$ cat src/rtl/miner_pkg.sv
// Shared types and constants for the miner control path.
// Covers job framing, result status codes and the hash/target comparison.
package miner_pkg;

  typedef enum logic [2:0] {
    LOAD,
    START,
    WAIT,
    CHECK,
    REPORT
  } miner_state_t;

  localparam logic [7:0] STATUS_FOUND   = 8'h01;
  localparam logic [7:0] STATUS_EXHAUST = 8'hFF;

  localparam int HDR_BYTES    = 76;
  localparam int NONCE_BYTES  = 4;
  localparam int TARGET_BYTES = 28;

  // The target covers the top 224 bits of the hash; the low word is implicit zero.
  // An exactly equal hash is not a hit.
  function automatic logic hash_below_target(input logic [255:0]                hash,
                                             input logic [8*TARGET_BYTES-1:0]   target);
    return hash < {target, 32'h0};
  endfunction

endpackage

$ cat src/rtl/miner_rx_assembler.sv
// Collects received bytes into a job image, MSB-first.
// Discards a partial job on a framing error or after a long idle gap between bytes.
module miner_rx_assembler
  import miner_pkg::*;
#(
  parameter int JOB_BYTES   = HDR_BYTES + NONCE_BYTES + TARGET_BYTES,
  parameter int TIMEOUT_CYC = 2000
) (
  input  logic                   clk,
  input  logic                   n_rst,
  input  logic                   enable,
  input  logic [7:0]             rx_data,
  input  logic                   rx_valid,
  input  logic                   rx_error,
  output logic [8*JOB_BYTES-1:0] job_data,
  output logic                   job_ready
);

  localparam int CNT_W = $clog2(JOB_BYTES + 1);
  localparam int TO_W  = $clog2(TIMEOUT_CYC + 1);

  logic [CNT_W-1:0] count_reg;
  logic [TO_W-1:0]  idle_reg;
  logic             job_ready_reg;
  logic             shift_en;

  assign shift_en  = enable && rx_valid && !rx_error;
  assign job_ready = job_ready_reg;

  // Lane 0 holds the newest byte, so after a full job lane 0 is the last byte.
  genvar gi;
  generate
    for (gi = 0; gi < JOB_BYTES; gi++) begin : g_lane
      logic [7:0] lane_reg;
      if (gi == 0) begin : g_head
        always_ff @(posedge clk or negedge n_rst) begin
          if (!n_rst)        lane_reg <= '0;
          else if (shift_en) lane_reg <= rx_data;
        end
      end else begin : g_tail
        always_ff @(posedge clk or negedge n_rst) begin
          if (!n_rst)        lane_reg <= '0;
          else if (shift_en) lane_reg <= g_lane[gi-1].lane_reg;
        end
      end
      assign job_data[8*gi +: 8] = lane_reg;
    end
  endgenerate

  always_ff @(posedge clk or negedge n_rst) begin
    if (!n_rst) begin
      count_reg     <= '0;
      idle_reg      <= '0;
      job_ready_reg <= 1'b0;
    end else begin
      job_ready_reg <= 1'b0;
      if (!enable || rx_error) begin
        count_reg <= '0;
        idle_reg  <= '0;
      end else if (rx_valid) begin
        idle_reg <= '0;
        if (count_reg == CNT_W'(JOB_BYTES - 1)) begin
          count_reg     <= '0;
          job_ready_reg <= 1'b1;
        end else begin
          count_reg <= count_reg + CNT_W'(1);
        end
      end else if (count_reg != '0) begin
        if (idle_reg == TO_W'(TIMEOUT_CYC - 1)) begin
          count_reg <= '0;
          idle_reg  <= '0;
        end else begin
          idle_reg <= idle_reg + TO_W'(1);
        end
      end
    end
  end

endmodule

$ cat src/rtl/miner_sequencer.sv
// Control FSM between the UART receiver, the SHA-256 core and the UART transmitter.
// It walks nonces from the job's start value until a hash beats the target or the nonce space runs out.
module miner_sequencer
  import miner_pkg::*;
#(
  parameter int JOB_BYTES   = HDR_BYTES + NONCE_BYTES + TARGET_BYTES,
  parameter int TIMEOUT_CYC = 2000
) (
  input  logic                     clk,
  input  logic                     n_rst,
  input  logic [7:0]               rx_data,
  input  logic                     rx_valid,
  input  logic                     rx_error,
  output logic [8*HDR_BYTES-1:0]   hdr_out,
  output logic [31:0]              nonce,
  output logic                     sha_start,
  input  logic                     sha_done,
  input  logic [255:0]             sha_hash,
  output logic [39:0]              tx_data,
  output logic                     tx_start,
  input  logic                     tx_busy,
  output logic                     busy
);

  localparam int HDR_BITS = 8 * HDR_BYTES;
  localparam int TGT_BITS = 8 * TARGET_BYTES;

  miner_state_t            state_reg;
  logic [HDR_BITS-1:0]     hdr_reg;
  logic [31:0]             nonce_reg;
  logic [TGT_BITS-1:0]     target_reg;
  logic [255:0]            hash_reg;
  logic [39:0]             tx_data_reg;
  logic                    sha_start_reg;
  logic                    tx_start_reg;
  logic                    busy_reg;

  logic [8*JOB_BYTES-1:0]  job_data;
  logic                    job_ready;

  miner_rx_assembler #(
    .JOB_BYTES   (JOB_BYTES),
    .TIMEOUT_CYC (TIMEOUT_CYC)
  ) u_rx_assembler (
    .clk       (clk),
    .n_rst     (n_rst),
    .enable    (state_reg == LOAD),
    .rx_data   (rx_data),
    .rx_valid  (rx_valid),
    .rx_error  (rx_error),
    .job_data  (job_data),
    .job_ready (job_ready)
  );

  always_ff @(posedge clk or negedge n_rst) begin
    if (!n_rst) begin
      state_reg     <= LOAD;
      hdr_reg       <= '0;
      nonce_reg     <= '0;
      target_reg    <= '0;
      hash_reg      <= '0;
      tx_data_reg   <= '0;
      sha_start_reg <= 1'b0;
      tx_start_reg  <= 1'b0;
      busy_reg      <= 1'b0;
    end else begin
      sha_start_reg <= 1'b0;
      tx_start_reg  <= 1'b0;
      case (state_reg)
        LOAD: begin
          if (job_ready) begin
            hdr_reg    <= job_data[8*JOB_BYTES-1 -: HDR_BITS];
            nonce_reg  <= job_data[TGT_BITS +: 32];
            target_reg <= job_data[TGT_BITS-1:0];
            busy_reg   <= 1'b1;
            state_reg  <= START;
          end
        end
        START: begin
          sha_start_reg <= 1'b1;
          state_reg     <= WAIT;
        end
        WAIT: begin
          if (sha_done) begin
            hash_reg  <= sha_hash;
            state_reg <= CHECK;
          end
        end
        CHECK: begin
          if (hash_below_target(hash_reg, target_reg)) begin
            tx_data_reg <= {STATUS_FOUND, nonce_reg};
            state_reg   <= REPORT;
          end else if (nonce_reg == 32'hFFFF_FFFF) begin
            tx_data_reg <= {STATUS_EXHAUST, nonce_reg};
            state_reg   <= REPORT;
          end else begin
            nonce_reg <= nonce_reg + 32'd1;
            state_reg <= START;
          end
        end
        REPORT: begin
          if (!tx_busy) begin
            tx_start_reg <= 1'b1;
            busy_reg     <= 1'b0;
            state_reg    <= LOAD;
          end
        end
        default: state_reg <= LOAD;
      endcase
    end
  end

  assign hdr_out   = hdr_reg;
  assign nonce     = nonce_reg;
  assign sha_start = sha_start_reg;
  assign tx_data   = tx_data_reg;
  assign tx_start  = tx_start_reg;
  assign busy      = busy_reg;

endmodule

$ cat config.mk
export PLATFORM = sky130hd
export DESIGN_NAME = miner_sequencer
export DESIGN_NICKNAME = d
export VERILOG_FILES = /design/src/rtl/miner_pkg.sv /design/src/rtl/miner_rx_assembler.sv /design/src/rtl/miner_sequencer.sv
export SDC_FILE = /design/constraint.sdc
export NUM_CORES = 2
export LEC_CHECK = 0
export ABC_AREA = 1
export CAP_MARGIN = 0
export CORE_MARGIN = 1.5
export CORE_UTILIZATION = 55
export DETAILED_ROUTE_END_ITERATION = 12
export GPL_TIMING_DRIVEN = 0
export PLACE_DENSITY = 0.79
export SLEW_MARGIN = 20
export SYNTH_ARGS = -nofsm -noshare
export SYNTH_HDL_FRONTEND = slang
export SYNTH_SLANG_ARGS = --single-unit
$ cat constraint.sdc
create_clock -name clk -period 3 [get_ports clk]
set_input_delay 0.45 -clock clk [delete_from_list [all_inputs] [get_ports clk]]
set_output_delay 0.45 -clock clk [all_outputs]
set_load 0.02 [all_outputs]
==> key figures <==
Run status
  • Status: finished with violations
  • Violated checks: negative hold slack

Pwr
  • Internal power consumption: about 0.055 W
  • Static leakage power: around 45 nW
  • Total power density per cell area: between 800 and 900 nW/µm²
  • Net switching fraction of the power: between 30% and 40%
  • Part of the power in the clock network: between 30% and 40%
  • Combinational fraction of design power: between 20% and 30%
  • Worst IR Drop VDD: around 0.00055 V
  • Net switching power of the design: 0.0268 W
  • Register share of total power: 45.3%

Synthesis
  • Post-synthesis instance total: around 8400
  • Most used DFF post-synth: dfrtp_1
  • Top-area cell type share of the netlist area: 62.1%
  • Avg Cell Area, Syn: 9.64 µm²
  • Number of enable flip-flop cells after synthesis: 0
  • Synth Register Bits: 2011
  • Synthesized cell area: ~81000 µm²
  • Fraction of the yosys area taken by sequential cells: 62.1%
  • Distinct cells, synth: 43
  • Synthesis warning total: 0
  • Leading post-synthesis cells by cell area: dfrtp_1, o21ai_0, nand2_1, inv_1, ha_1
  • Synthesized Nets: around 8900
  • Fraction of registers with async set or reset after synthesis: 100%
  • Synth area leader: dfrtp_1

Detailed routing
  • Total iterations of the first detailed-routing run: 7
  • Metal-1 WL: ~100000 µm
  • Final antenna-violating net count: 0
  • Drt via density: 5.57
  • Routed vias: 64900
  • Routed wire length: 266000 µm
  • Wire length per cell after detailed routing: 22.9 µm
  • Violation count after the first detailed-routing iteration: roughly 5900
  • Top layer reached by signal wires: met5
  • Amount of wire on met2 after detailed routing: between 100000 and 150000 µm
  • DR WL met3: 25100 µm
  • DRC violation count after routing: 0

Timing
  • Final Max Tran Viols: 0
  • Final period utilization: 96.8%
  • Crit path setup slack, layout: 0.0955 ns
  • Count of endpoints failing setup in the final report: 0
  • Clock period minus final worst setup slack: approximately 2.9 ns
  • Fmax achieved: between 300 and 400 MHz
  • Final setup skew: just under 0.06 ns
  • Slew @ Worst Pin: approximately 1.2 ns
  • Rel. slew slack: 20.1%
  • Setup repair after global routing missed its margin: yes
  • Tightest hold margin: -0.432 ns
  • Final Hold Fails: 131

Clocking
  • Clock insertion delay at the later pin of the skew report: approximately 0.87 ns
  • Root Driver: clkbuf_16
  • Clk sink count: slightly above 2000
  • Deepest level of the CTS H-tree: 4
  • Clock tree from TritonCTS: done
  • Inserted Clock Buffers: 200
  • Deepest clock path buffer count: 3
  • Clock slew at reported path FFs: ~0.06 ns

GRT
  • Global Route Usage Sum: a little over a third
  • Initial antenna violation count: 17
  • First-pass GRT wire length: around 400000 µm
  • Via count of the first global-routing pass: between 60000 and 70000
  • Pin count of the biggest net entering global routing: ~160
  • Overall overflow remaining after global route: 0

Place
  • Number of port buffers: 920
  • Place WS: -1.07 ns
  • Number of cells after detailed placement: around 11000
  • Post-detail-place hpwl: 200000 µm
  • Gpl congestion: approximately 0.95
  • Placed Area: 93100 µm²

Die
  • Horizontal extent of the die: approximately 390 µm
  • Boundary pin count: 953
  • Initial core utilization: 55.5%
  • Die Y: approximately 390 µm
  • Standard-cell row count: 140
  • Die area: approximately 150000 µm²
  • Area of the core: between 100000 and 150000 µm²

Final layout
  • Final nets: 10000
  • Flip-flop count of the largest register after layout: roughly 860
  • Commonest non-fill, non-tap cells in the layout: nand2_1, dfrtp_1, o21ai_0
  • Proportion of layout cells with a drive suffix above 1: 8.12%
  • Commonest non-fill, non-tap cell in the layout: nand2_1
  • Storage element area: a little over 50000 µm²
  • Non-filler instance count after layout: around 12000
  • Area used by multi-input combinational logic: about 25000 µm²
  • Final Instance Area: 101000 µm²
  • Layout filler cell count: ~11000
  • Area added between synthesis and finish: 24.2%

Setup path
  • Critical Path Start: state_reg[0]
  • Launching point of the worst reg2reg path: state_reg[0]
  • Required time worst endpoint: between 3 and 4 ns
  • Sort of element at the start of the critical path: register
  • CP arrival: around 3.6 ns
  • Critical Path Fanout Max: 14
  • Capturing element type of the critical path: register
  • Critical path class: register to register

Flow run
  • Max-Cap Viols: 0

Hold path
  • Hold WC Path Type: input port to async pin
-- critical path, cell delays in order (launching register included) --
cell	delay, ns
dfrtp_1	0.40
inv_1	0.11
nand2_1	0.10
nor2_1	0.21
nand2_1	0.25
nor2_2	0.29
buf_6	0.35
buf_4	0.40
buf_2	0.37
nand2_1	0.16
o21ai_0	0.11
-- worst paths after layout --
check	to	slack [ns]	depth (start not counted)
max	u_rx_assembler.g_lane[82].lane_reg[7]	0.1	10
min	tx_data[29]	-0.43	1
max reg2reg	u_rx_assembler.g_lane[82].lane_reg[7]	0.1	10
min reg2reg	u_rx_assembler.g_lane[44].lane_reg[2]	0.45	2
max in group asynchronous	hdr_out[262]	0.49	5
min in group clk	hash_reg[32]	0.20	3
-- cell type report --
class                   instances  share of cell area [%]
plain buffers                 432                    1.92
flip-flops and latches       2011                    50.0
well taps                    1917                    2.38
inverters                    1156                    4.32
multi-input cells            4806                    24.6
clock buffers                 277                    5.68
repair buffers                941                    9.68
diodes                         13                  0.0323
clock inverters                96                    1.42
-- metal layers --
layer,global-route usage (%),vias up
met2,54.8,2865
met4,19.5,18
met5,0,-
met1,45.2,32400
met3,9.94,616
li1,-,29000
-- logic make-up (layout without fill, tap and decap cells) --
logic type | after synthesis | after routing | synth area share (%)
buf+inv | 1588 | 2902 | 7.53
fa+ha+maj | 227 | 227 | 3.51
flops | 2011 | 2011 | 62.1
xor+xnor | 23 | 23 | 0.249
compound gates | 1892 | 1892 | 11.8
other cells | 0 | 13 | 0
mux | 223 | 223 | 3.10
simple gates | 2441 | 2441 | 11.7
-- power by group through the flow --
| stage | clock network, W | registers (W) | logic, W |
|---|---|---|---|
| 2_1_floorplan | 0 | 0.0362 | 0.0112 |
| 3_3_place_gp | 0 | 0.0377 | 0.0164 |
| 3_5_place_dp | 0 | 0.0375 | 0.0176 |
| 4_1_cts | 0.0270 | 0.0371 | 0.0180 |
| 5_1_grt | 0.0281 | 0.0378 | 0.0204 |
| 6_report | 0.0268 | 0.0373 | 0.0182 |
-- repair_timing --
item                                    4_1_cts  5_1_grt
endpoints found under the setup margin     1910     1084
endpoints found under the hold margin       131      131
pin swaps                                     1        6
cloned                                        1        3
setup buffers                                 0        2
gates resized for setup                      84       76
-- through the flow --
step,hold WS [ns],util (%),TNS [ns],power (W)
after global placement,0.451,63.5,-,0.0541
final,-0.432,69.0,0,0.0823
after global routing,-0.387,69.0,-0.0717,0.0863
after floorplan,0.154,-,0,0.0474
after CTS,-0.434,68.8,0,0.0821
after detailed placement,0.455,63.8,-926.91,0.0551
-- synthesized netlist by cell type, types with 3 or more instances --
master / number
and2_1: 3
a21oi_1: 113
nand4_1: 23
xnor2_1: 11
buf_6: 3
nor2_1: 109
buf_1: 10
nand3_1: 101
o21a_1: 12
nor3_1: 32
dfrtp_1: 2011
xor2_1: 12
ha_1: 227
nand2_2: 4
nand2_1: 2148
a21o_1: 6
mux2_2: 223
o21bai_1: 3
buf_2: 77
inv_2: 3
nor4_1: 6
inv_1: 1153
clkbuf_1: 336
buf_4: 6
o21ai_0: 1750
Note: power is estimated with default switching activity, not from simulation.
